### config.mk
export PLATFORM = sky130hd
export DESIGN_NAME = shift_stage
export DESIGN_NICKNAME = d
export VERILOG_FILES = /design/src/rtl/shift_stage_pkg.sv /design/src/rtl/shift_stage_barrel_shifter.sv /design/src/rtl/shift_stage.sv
export SDC_FILE = /design/constraint.sdc
export NUM_CORES = 1
export LEC_CHECK = 0
export CAP_MARGIN = 25
export CORE_UTILIZATION = 35
export CTS_CLUSTER_DIAMETER = 80
export DETAILED_ROUTE_END_ITERATION = 10
export PLACE_DENSITY = 0.54
export SKIP_CTS_REPAIR_TIMING = 1
export SLEW_MARGIN = 30
export SYNTH_ARGS = -nofsm -noshare
export SYNTH_HDL_FRONTEND = slang
export SYNTH_SLANG_ARGS = --single-unit
### constraint.sdc
create_clock -name i_clk -period 7.35 [get_ports i_clk]
set_input_delay 1.1025 -clock i_clk [delete_from_list [all_inputs] [get_ports i_clk]]
set_output_delay 1.1025 -clock i_clk [all_outputs]
set_load 0.02 [all_outputs]
### src/rtl/shift_stage_pkg.sv
// Shared types and constants for the RV32I shift execute stage.
package shift_stage_pkg;

    localparam int XLEN    = 32;
    localparam int SHAMT_W = 5;

    localparam logic [2:0] FUNCT3_SLL = 3'b001;
    localparam logic [2:0] FUNCT3_SRX = 3'b101;

    typedef enum logic [1:0] {
        EMPTY = 2'd0,
        ONE   = 2'd1,
        TWO   = 2'd2
    } state_t;

endpackage

### src/rtl/shift_stage_barrel_shifter.sv
// Logarithmic barrel shifter; left shifts reuse the right-shift ladder on bit-reversed data.
module barrel_shifter
    import shift_stage_pkg::*;
#(
    parameter int DATA_W = XLEN,
    parameter int AMT_W  = $clog2(DATA_W)
) (
    input  logic [DATA_W-1:0] i_data,
    input  logic [AMT_W-1:0]  i_amt,
    input  logic              i_right,
    input  logic              i_arith,
    output logic [DATA_W-1:0] o_data
);

    function automatic logic [DATA_W-1:0] bit_rev(input logic [DATA_W-1:0] x);
        logic [DATA_W-1:0] r;
        for (int k = 0; k < DATA_W; k++) begin
            r[k] = x[DATA_W-1-k];
        end
        return r;
    endfunction

    logic [DATA_W-1:0]      w_in;
    logic signed [DATA_W:0] w_acc;

    // Extra top bit carries the fill value so >>> replicates it at every stage.
    always_comb begin
        w_in  = i_right ? i_data : bit_rev(i_data);
        w_acc = {i_right & i_arith & i_data[DATA_W-1], w_in};
        for (int s = 0; s < AMT_W; s++) begin
            if (i_amt[s]) begin
                w_acc = w_acc >>> (1 << s);
            end
        end
        o_data = i_right ? w_acc[DATA_W-1:0] : bit_rev(w_acc[DATA_W-1:0]);
    end

endmodule

### src/rtl/shift_stage.sv
// RV32I shift execute stage: decode + barrel shift, registered into a 2-entry skid buffer.
module shift_stage
    import shift_stage_pkg::*;
(
    input  logic             i_clk,
    input  logic             i_rst,
    input  logic             i_valid,
    output logic             o_ready,
    input  logic [2:0]       i_funct3,
    input  logic             i_funct7_5,
    input  logic             i_use_imm,
    input  logic [XLEN-1:0]  i_rs1,
    input  logic [XLEN-1:0]  i_rs2,
    input  logic [4:0]       i_imm,
    input  logic [4:0]       i_rd,
    input  logic             i_flush,
    output logic             o_valid,
    input  logic             i_ready,
    output logic [XLEN-1:0]  o_result,
    output logic [4:0]       o_rd,
    output logic             o_illegal
);

    logic [SHAMT_W-1:0] w_amt;
    logic               w_is_sll;
    logic               w_is_srx;
    logic               w_illegal;
    logic [XLEN-1:0]    w_shifted;
    logic [XLEN-1:0]    w_result;
    logic               w_accept;
    logic               w_drain;
    logic               w_unused_rs2;

    // Stage p0: decode and combinational shift
    assign w_amt        = i_use_imm ? i_imm : i_rs2[SHAMT_W-1:0];
    assign w_unused_rs2 = ^i_rs2[XLEN-1:SHAMT_W];
    assign w_is_sll     = (i_funct3 == FUNCT3_SLL) && !i_funct7_5;
    assign w_is_srx     = (i_funct3 == FUNCT3_SRX);
    assign w_illegal    = !(w_is_sll || w_is_srx);

    barrel_shifter #(
        .DATA_W (XLEN),
        .AMT_W  (SHAMT_W)
    ) u_shifter (
        .i_data  (i_rs1),
        .i_amt   (w_amt),
        .i_right (w_is_srx),
        .i_arith (i_funct7_5),
        .o_data  (w_shifted)
    );

    assign w_result = w_illegal ? '0 : w_shifted;

    state_t          r_state;
    logic            r_ready;
    logic            r_valid;
    logic [XLEN-1:0] r_head_result;
    logic [4:0]      r_head_rd;
    logic            r_head_ill;
    logic [XLEN-1:0] r_skid_result;
    logic [4:0]      r_skid_rd;
    logic            r_skid_ill;

    assign w_accept = i_valid && r_ready;
    assign w_drain  = r_valid && i_ready;

    // Stage p1: skid FSM; ready/valid are registered from the next state only
    always_ff @(posedge i_clk or posedge i_rst) begin
        if (i_rst) begin
            r_state       <= EMPTY;
            r_ready       <= 1'b0;
            r_valid       <= 1'b0;
            r_head_result <= '0;
            r_head_rd     <= '0;
            r_head_ill    <= 1'b0;
            r_skid_result <= '0;
            r_skid_rd     <= '0;
            r_skid_ill    <= 1'b0;
        end else if (i_flush) begin
            r_state <= EMPTY;
            r_ready <= 1'b1;
            r_valid <= 1'b0;
        end else begin
            case (r_state)
                EMPTY: begin
                    r_ready <= 1'b1;
                    if (w_accept) begin
                        r_head_result <= w_result;
                        r_head_rd     <= i_rd;
                        r_head_ill    <= w_illegal;
                        r_state       <= ONE;
                        r_valid       <= 1'b1;
                    end
                end
                ONE: begin
                    if (w_accept && w_drain) begin
                        r_head_result <= w_result;
                        r_head_rd     <= i_rd;
                        r_head_ill    <= w_illegal;
                    end else if (w_accept) begin
                        r_skid_result <= w_result;
                        r_skid_rd     <= i_rd;
                        r_skid_ill    <= w_illegal;
                        r_state       <= TWO;
                        r_ready       <= 1'b0;
                    end else if (w_drain) begin
                        r_state <= EMPTY;
                        r_valid <= 1'b0;
                    end
                end
                TWO: begin
                    if (w_drain) begin
                        r_head_result <= r_skid_result;
                        r_head_rd     <= r_skid_rd;
                        r_head_ill    <= r_skid_ill;
                        r_state       <= ONE;
                        r_ready       <= 1'b1;
                    end
                end
                default: begin
                    r_state <= EMPTY;
                    r_ready <= 1'b1;
                    r_valid <= 1'b0;
                end
            endcase
        end
    end

    assign o_ready   = r_ready;
    assign o_valid   = r_valid;
    assign o_result  = r_head_result;
    assign o_rd      = r_head_rd;
    assign o_illegal = r_head_ill;

endmodule

---- Word-level counts from Yosys, hierarchy flattened ----
Index checks and enable logic that the tools add are counted.
storage, ports and cells
  register bits after elaboration ......... 80
  bits of input ports ..................... 84
  output and inout bits ................... 40
  word-level logic and storage cells ...... 81
cells by class
  eq/ne operators ......................... 15
  mux-type cells .......................... 39
  bitwise gates (word level) .............. 4
  reduce and logical (&&, ||, !) cells .... 14
operator list
  operator                                        count
  two-way mux 32 bit                              11
  case mux 32 bit (3 select lines)                1
  two-way mux 5 bit                               4
  != test 3 bit (second input constant)           6
  case mux 5 bit (3 select lines)                 1
  two-way mux 1 bit                               12
  two-way mux 2 bit                               6
  AND reduction 5 bit                             2
  != test 2 bit (second input constant)           4
  AND reduction 4 bit                             2
  case mux 1 bit (3 select lines)                 2
  case mux 2 bit (3 select lines)                 1
  logical AND 1 bit                               4
  != test 4 bit (second input constant)           1
  == test 3 x 1 -> 1 bit (second input constant)  1
  == test 3 bit (second input constant)           1
  AND reduction 3 bit                             1
  nonzero test 3 bit                              1
  AND 1 bit                                       2
  == test 2 x 1 -> 1 bit (second input constant)  1
  == test 2 bit (second input constant)           1
  zero test 1 bit                                 2
  zero test 2 bit                                 1
  NOT 1 bit                                       2
  2 further kinds                                 2

---- Logic depth before layout (Yosys ltp) ----
Gate-level depths: netlist of run 1.
  depth in word-level cells ............... 12
  gate-level depth with buffers ........... 12
  mapped depth without buffers ............ 8

---- Hierarchy ----
A second synthesis of run 1 with hierarchy kept.
second synthesis, totals
  cell total of the unflattened synthesis .. 838
  area total of the unflattened synthesis .. 8115.3 µm²
modules (own cells, without submodules)
  module          instances  cells each  area each (µm²)  sequential area each (µm²)
  shift_stage     1          359         4234.1           2001.9
  barrel_shifter  1          479         3881.2           0.0

---- Least setup slack after synthesis of run 1 ----
No wires, ideal clock.
  path kind ............................... input-to-reg
  start ................................... input i_use_imm
  end ..................................... register r_head_result[30], in the netlist o_result[30]
  setup time .............................. 124 ps
  arrival time ............................ 3413 ps
  required time ........................... 7226 ps
  path slack .............................. 3813 ps
  stages .................................. 11
  path buffers ............................ 3
  cells stage by stage .................... buf_6 > mux2i_1 > buf_2 > buf_2 > mux4_2 > mux2i_1 > o22ai_1 > o21bai_2 > a2111o_1 > a211oi_2 > o21ai_1
on the way
  longest elaborated chain between the ends .. 10
  elaborated cells between the ends (all ways) .. 11
  those cells by class .................... 11 x mux
ends and longest elaborated chain
  what                                   RTL line                              RTL
  start, declared                        shift_stage.sv:11                     input logic i_use_imm,
  two-way mux 5 bit *                    shift_stage.sv:35                     assign w_amt = i_use_imm ? i_imm : i_rs2[SHAMT_W-1:0];
  two-way mux 32 bit (4 in series)       shift_stage_barrel_shifter.sv:31      if (i_amt[s]) begin
  two-way mux 32 bit *                   shift_stage_barrel_shifter.sv:31
  two-way mux 32 bit *                   shift_stage_barrel_shifter.sv:35      o_data = i_right ? w_acc[DATA_W-1:0] : bit_rev(w_acc[DATA_W-1:0]);
  two-way mux 32 bit *                   shift_stage.sv:52                     assign w_result = w_illegal ? '0 : w_shifted;
  two-way mux 32 bit (on tied branches)  shift_stage.sv:96, shift_stage.sv:87
  case mux 32 bit (3 select lines) *     shift_stage.sv:84                     case (r_state)
  end signal, assigned                   shift_stage.sv:88                     r_head_result <= w_result;
  end signal, assigned                   shift_stage.sv:97                     r_head_result <= w_result;
  end signal, assigned                   shift_stage.sv:113                    r_head_result <= r_skid_result;
  end, declared                          shift_stage.sv:57                     logic [XLEN-1:0] r_head_result;
Every way passes the cells marked *; elsewhere a longest branch is shown, timed or not. The select of a mux whose other input is x is not followed.
A chain may end at the register's enable or synchronous reset.

---- Worst setup path in the final report of run 1 ----
Ends and elaborated chain as after synthesis.

==> results summary, run 1 <==
The critical path arrival came out at 5.15 ns. Among all cell types in the netlist, the one instantiated most often is nand2_1. The final weighted congestion in routability-driven placement is slightly below 1.

The floorplan die width came out at roughly 140 um. The number of antenna diodes came out at 0. The worst setup path is captured at a register.

The max-slew violation count came out at 0. The category of the most critical setup path is in2reg. The average footprint of a synthesized cell came out at 8.007 sq um. The count of final hold-check violations came out at 0. The initialized floorplan defines 50 standard-cell rows.

Summing every instance area after synthesis gives 6774 sq um. STA classifies the critical path startpoint as an input port. The required time of the worst setup path is between 7 and 8 ns. Yosys attributes the largest share of cell area to dfrtp_1 30%, nand2_1 7.9%, mux4_2 7.0%.

The average routed wire per standard cell came out at just over 20 um. The biggest fanout along the worst timing path is 26. The first global-routing pass estimated 38080 um of wire. The final clock period utilization by the worst path came out at between 60% and 70%. The power density of the placed cells is 208.2 nW/um^2. The final HPWL from detailed placement came out at about 17000 um. The number of synthesized register bits is 80. The top-level I/O count is 124. Among all flip-flop cells after synthesis, the most frequent one is dfrtp_1. The starting density of the core came out at 35.97%.

The remaining antenna violation count came out at 0. The maximum level of the CTS H-tree came out at 3. The accumulated negative setup slack is 0 ns. TritonCTS built the clock tree. The time the final worst path needs with I/O delays and setup came out at 4.927 ns. Setup repair after global routing left no endpoint under its margin. The share of final-layout standard cells stronger than drive strength 1 came out at 8.919%. The net count reported at finish came out at approximately 1000. The count of TritonRoute iterations in the first routing pass is 5. The worst setup skew after layout is ~0.011 ns. In the synthesized netlist, the cells that appear most often are 143 x nand2_1, 80 x dfrtp_1, 62 x nor2_1, 58 x a21oi_1, 49 x clkbuf_1.

The clock transition time at the flip-flop clock pins of the worst setup and hold paths came out at roughly 0.06 ns. The root buffer cell chosen for the clock tree is clkbuf_16. The number of global-route vias before repair is about 6600. Yosys printed 0 warnings. The total overflow reported by the global router is 0. In this run, CTS created clock tree buffers numbering 9. The min-delay analysis places its worst path in the category reg2reg.

The total of endpoints with negative setup slack in the final report came out at 0. The post-synthesis async set-or-reset flop share is 100.0%. The worst ir drop on vdd came out at 0.08495 mV. The worst-margin pin slew came out at roughly 0.97 ns. The cell type of the slowest stage on the worst timing path is clkdlybuf4s50_1. The number of maximum-capacitance violations came out at 0. The flow ran to the end, and the final reports show no timing, DRC or antenna violations. The worst slew slack as a fraction of its limit is 33.78%. Synthesis handed over a netlist of ~850 instances. The post-route DRC violation count came out at 0. Compared with the post-synthesis result, the final layout area differs by 20.32%.

The die height came out at 141.1 um. After synthesis, the netlist uses 74 different library cells. For this block, the initial DRC count from the detailed router was about 670. The final route contains 7065 vias.

Traced cell by cell, the critical path runs through clkdlybuf4s50_1 -> mux2i_4 -> mux4_2 -> mux2i_4 -> o22ai_1 -> o21bai_2 -> a2111o_1 -> a211oi_2 -> o21ai_1. The overall die area came out at ~20000 sq um. The vias per cell came out at 6.106. Summed over all cells, the static leakage comes to 3.076 nW. Of the post-synthesis cell area, the dominant cell type holds between 20% and 30%.

The number of buffer cells added on primary ports came out at 96. The initial antenna violation count came out at 0. The most numerous cell type found on the critical path is mux2i_4. The maximum number of buffers from clock root to sink came out at 2. The largest stage delay on the critical path is 0.99 ns. The number of synthesized flops with an enable pin is 0. The largest total area in the synthesized netlist belongs to dfrtp_1. For this run, the share of the core covered by cells in the final layout is a little over two fifths. The region available for standard cell placement spans 18830 sq um.

The insertion delay of the later-clocked pin in the worst-skew pair came out at approximately 0.34 ns. Entering global routing, the biggest net connects 81 pins. Based on the critical path, the design can be clocked at up to between 200 and 250 MHz. Global routing used 24.55% of the available tracks. The number of sinks driven by the clock tree came out at 80. The number of nets produced by synthesis came out at 930.

The sequential area share after synthesis came out at 29.55%. The routed wire length came out at approximately 24000 um.
## through the flow
step	instances	power (mW)	hold WS (ns)	instance area, sq um	worst slack (ns)
after floorplan	846	1.012	0.4334	6774	3.813
after global placement	1141	1.278	0.4503	7871	2.093
after detailed placement	1141	1.281	0.4538	7875	2.109
after CTS	1157	1.704	0.4667	8150	2.473
after global routing	1157	1.795	0.4949	8150	2.156
final	1157	1.697	0.4623	8150	2.423
## worst max-delay path, delay by kind of cell
| kind | cells | cell delay [ns] |
|---|---|---|
| AO/OA/AOI/OAI | 5 | 1.29 |
| multiplexers | 3 | 1.75 |
| buffers and inverters | 1 | 0.99 |
## state kept, by name, indices dropped and copies added (netlist names)
register       count
r_state            2
o_illegal          1
o_result          32
o_ready            1
r_skid_rd          5
o_rd               5
r_skid_result     32
o_valid            1
r_skid_ill         1
## area by class of cell
type,count,area (sq um)
repair buffers,112,1085
inverters,1,5.005
fillers,1916,10680
clock inverters,4,28.78
well taps,260,325.3
clock buffers,12,246.5
flip-flops and latches,80,2002
multi-input cells,688,4458
## layout by cell type, fill, tap and decap left out, drive strengths merged, types with 5 or more instances in the layout
| cell type | n |
|---|---|
| nor3 | 35 |
| o31ai | 5 |
| nand3 | 26 |
| a211oi | 37 |
| or3 | 15 |
| clkbuf | 12 |
| mux2i | 27 |
| o21ai | 80 |
| and3 | 12 |
| a21oi | 58 |
| a22oi | 10 |
| nor2 | 62 |
| a2bb2oi | 6 |
| o22ai | 7 |
| dfrtp | 80 |
| mux4 | 21 |
| a31oi | 28 |
| and2 | 5 |
| a21o | 6 |
| and4b | 11 |
| clkdlybuf4s50 | 96 |
| o221a | 5 |
| o211ai | 6 |
| a32oi | 5 |
| o21a | 5 |
| nand2 | 143 |
| buf | 16 |
| mux2 | 11 |
## final timing paths
check,startpoint,depth (start not counted),end,slack [ns]
worst min-delay path,r_skid_result[5]$_DFFE_PP0P_,2,r_skid_result[5]$_DFFE_PP0P_,0.46
worst max register to register,r_state[1]$_DFFE_PP0P_,8,o_result[10]$_DFFE_PP0P_,4.89
min in group asynchronous,i_rst,3,o_rd[4]$_DFFE_PP0P_,1.28
worst min register to register,r_skid_result[5]$_DFFE_PP0P_,2,r_skid_result[5]$_DFFE_PP0P_,0.46
max in group asynchronous,i_rst,3,r_skid_result[9]$_DFFE_PP0P_,5.55
worst max-delay path,i_use_imm,9,o_result[30]$_DFFE_PP0P_,2.42
## where the power goes
| part | switching (mW) | internal (mW) | total (mW) |
|---|---|---|---|
| sequential | 0.0557 | 0.543 | 0.599 |
| clock | 0.179 | 0.239 | 0.417 |
| combinational | 0.401 | 0.280 | 0.681 |
## routing by layer
metal,up-vias,GRT usage [%],routed length (um)
met1,3382,34.52,10780
met3,54,3.906,1660
met4,0,8.467,775
met2,322,38.09,10740
met5,-,0,0
li1,3307,-,-
## logic make-up (layout without fill, tap and decap cells)
| logic type | after synthesis | count (layout) | share of synthesized area, % |
|---|---|---|---|
| xor gates and xnor gates | 1 | 1 | 0.1293 |
| AOI/OAI and AO/OA | 300 | 300 | 29.39 |
| and+or+nand+nor | 328 | 328 | 22.61 |
| DFF | 80 | 80 | 29.55 |
| buffers and inverters | 78 | 129 | 5.283 |
| muxes | 59 | 59 | 13.04 |
Note: power is estimated with default switching activity, not from simulation.
==> run 2, diff against run 1 <==
==> constraint.sdc (replaced) <==
create_clock -name i_clk -period 5 [get_ports i_clk]
set_input_delay 0.75 -clock i_clk [delete_from_list [all_inputs] [get_ports i_clk]]
set_output_delay 0.75 -clock i_clk [all_outputs]
set_load 0.02 [all_outputs]
==> run 2 against run 1 <==
Compared with the run above:
- combinational power up 51%
- clock-buffer cell count down 2
- global-route usage up 1.2 points
- non-clock buffer count up 29
- critical path depth unchanged
- clock skew down 0.0019 ns
- highest routed layer unchanged
==> results summary, run 2 (same netlist as run 1, synthesis figures left out) <==
The placed standard-cell area is 8090 sq um. The setup slack of the critical path after layout is 0.9264 ns. The area growth from synthesis to layout is 23.70%. The worst-margin pin slew came out at roughly 0.81 ns. The maximum level of the CTS H-tree came out at 3. At the worst endpoint, the required time is 5.18 ns. After detailed placement, the design holds a cell count of about 1200. The net count reported at finish came out at 1005. The detailed-route via count is 7191. The count of final hold-check violations came out at 0. The library cell used most frequently in the layout, excluding fill and tap cells, is nand2_1. The wire-length estimate of the detail-placed layout is around 19000 um.

The insertion delay of the later-clocked pin in the worst-skew pair is 0.35 ns. Registers take 2002 sq um. In the global route stage, overall resource usage came out at 25.74%. The critical path is of the in2reg type. Measured along the y axis, the die boundary spans 141.1 um. The initial antenna violation count came out at 0. The final clock period utilization by the worst path is 81.47%. In the layout the commonest cells are 143 x nand2_1, 96 x clkdlybuf4s50_1, 80 x dfrtp_1, 61 x nor2_1, 58 x a21oi_1. The register-to-register setup slack is 2.79 ns. The worst slew slack as a fraction of its limit is 45.90%. The final weighted congestion in routability-driven placement is roughly 0.94. Wires add up to 24840 um. Dividing the detail-routed via count by the number of cells gives 6.063.

Summed over all cells, the static leakage comes to 3.220 nW. Setup repair after global routing left no endpoint under its margin. The number of DRC markers after the initial detailed-route iteration came out at roughly 710. Of all nets on the critical path, the largest fanout is 40. Clock tree synthesis selected as its root buffer the cell clkbuf_16.

The initialized floorplan defines 50 standard-cell rows. The maximum number of buffers from clock root to sink is 2. The path class of the tightest hold or removal check is reg2reg. The count of non-filler cells in the finished layout came out at 1186. The critical path arrival is 4.26 ns. In the final layout, the multi-input gates occupy 4459 sq um.

The startpoint of the lowest-slack register-to-register path is r_state[1]$_DFFE_PP0P_. The die is 141.1 um wide. Derived from the worst setup path, the maximum achievable clock frequency is approximately 250 MHz. The flow ran to the end, and the final reports show no timing, DRC or antenna violations.

The share of final-layout standard cells stronger than drive strength 1 came out at 12.10%. The count of TritonRoute iterations in the first routing pass is 5. Tracing the worst setup path back leads to its startpoint at i_funct3[1]. TritonCTS built the clock tree. The total overflow reported by the global router is 0. Clock tree synthesis found a total of 80 sinks. IR analysis of the VDD net gives a maximum drop of 0.1329 mV.

Setup total negative slack on the finished layout was measured at 0 ns. The max-slew violation count came out at 0. The time the final worst path needs with I/O delays and setup came out at 4.074 ns. The number of maximum-capacitance violations is 0.

Entering global routing, the biggest net connects 46 pins. In this run the remaining antenna-violating nets after routing total 0. The core outline area came out at 18830 sq um. The average routed wire per standard cell is 20.95 um. Pin placement for this block handled 124 I/O pins.

The critical path capture point type is a register. The clock transition time at the flip-flop clock pins of the worst setup and hold paths came out at 0.07 ns. The number of global-route vias before repair is 6671.

The number of buffers inserted during clock tree synthesis came out at 9. The post-placement worst setup slack is between 0.6 and 0.7 ns. The overall die area came out at around 20000 sq um. The number of buffer cells added on primary ports came out at 96.

0 antenna diodes ended up in the layout. The total of endpoints with negative setup slack in the final report is 0. The first global-routing pass estimated 39380 um of wire. The power density of the placed cells came out at 303.6 nW/um^2. The initial utilization of the core area, before any placement, comes to approximately 36%. STA classifies the critical path startpoint as an input port.

The summed area of non-filler cells in the final layout came out at ~8400 sq um. In this run the most critical hold path is launched from r_skid_result[17]$_DFFE_PP0P_. The sum of internal, switching and leakage power came out at 2.544 mW. In the routed design, unresolved DRC markers number 0. The worst setup skew after layout came out at about 0.0088 ns.

Fill cells in the final layout number between 1500 and 2000.
==> run 2: cell count changes in the layout (fill, tap and decap cells not counted), sizes merged <==
cell / previous run / this run
inv: 1 / 3
clkbuf: 12 / 10
buf: 16 / 45
==> run 2: area by class of cell <==
class / instances / area share (%)
tap: 260 / 3.882
sequential: 80 / 23.89
clock buffer: 10 / 2.852
inverter: 1 / 0.05973
multi-input combinational: 688 / 53.22
clock inverter: 6 / 0.5973
timing repair buffer: 141 / 15.50
==> run 2: critical path: stages <==
cell             delay [ns]
clkdlybuf4s50_1        0.60
nand3b_4               0.57
a211oi_1               0.54
a2111oi_0              0.11
or4_1                  0.66
or3_1                  0.35
and3_1                 0.20
a21oi_1                0.32
a21oi_1                0.12
==> run 2: metrics by stage <==
step / util [%] / hold WS, ns
after floorplan: - / 0.4334
after global placement: 42.96 / 0.4479
after detailed placement: 42.96 / 0.4514
after CTS: 44.50 / 0.4654
after global routing: 44.50 / 0.4978
final: 44.50 / 0.4654
==> run 2: worst paths after layout <==
path	end	cells past startpoint
setup / recovery	o_result[23]$_DFFE_PP0P_	9
hold / removal	r_skid_result[17]$_DFFE_PP0P_	2
setup reg to reg	o_result[3]$_DFFE_PP0P_	7
hold reg to reg	r_skid_result[17]$_DFFE_PP0P_	2
max in group asynchronous	o_result[18]$_DFFE_PP0P_	3
min in group asynchronous	o_rd[1]$_DFFE_PP0P_	2
==> run 2: where the power goes <==
group / switching [mW] / total (mW) / internal (mW)
registers: 0.0817 / 0.880 / 0.798
logic: 0.596 / 1.03 / 0.430
clock network: 0.282 / 0.638 / 0.356
==> run 2: routing by layer <==
metal / share of wire, % / vias to the layer above / track usage, %
met1: 45 / 3488 / 35.84
met5: 0 / - / 0
met4: 3.1 / 0 / 10.35
met3: 6.4 / 57 / 3.431
li1: - / 3361 / -
met2: 46 / 285 / 40.23
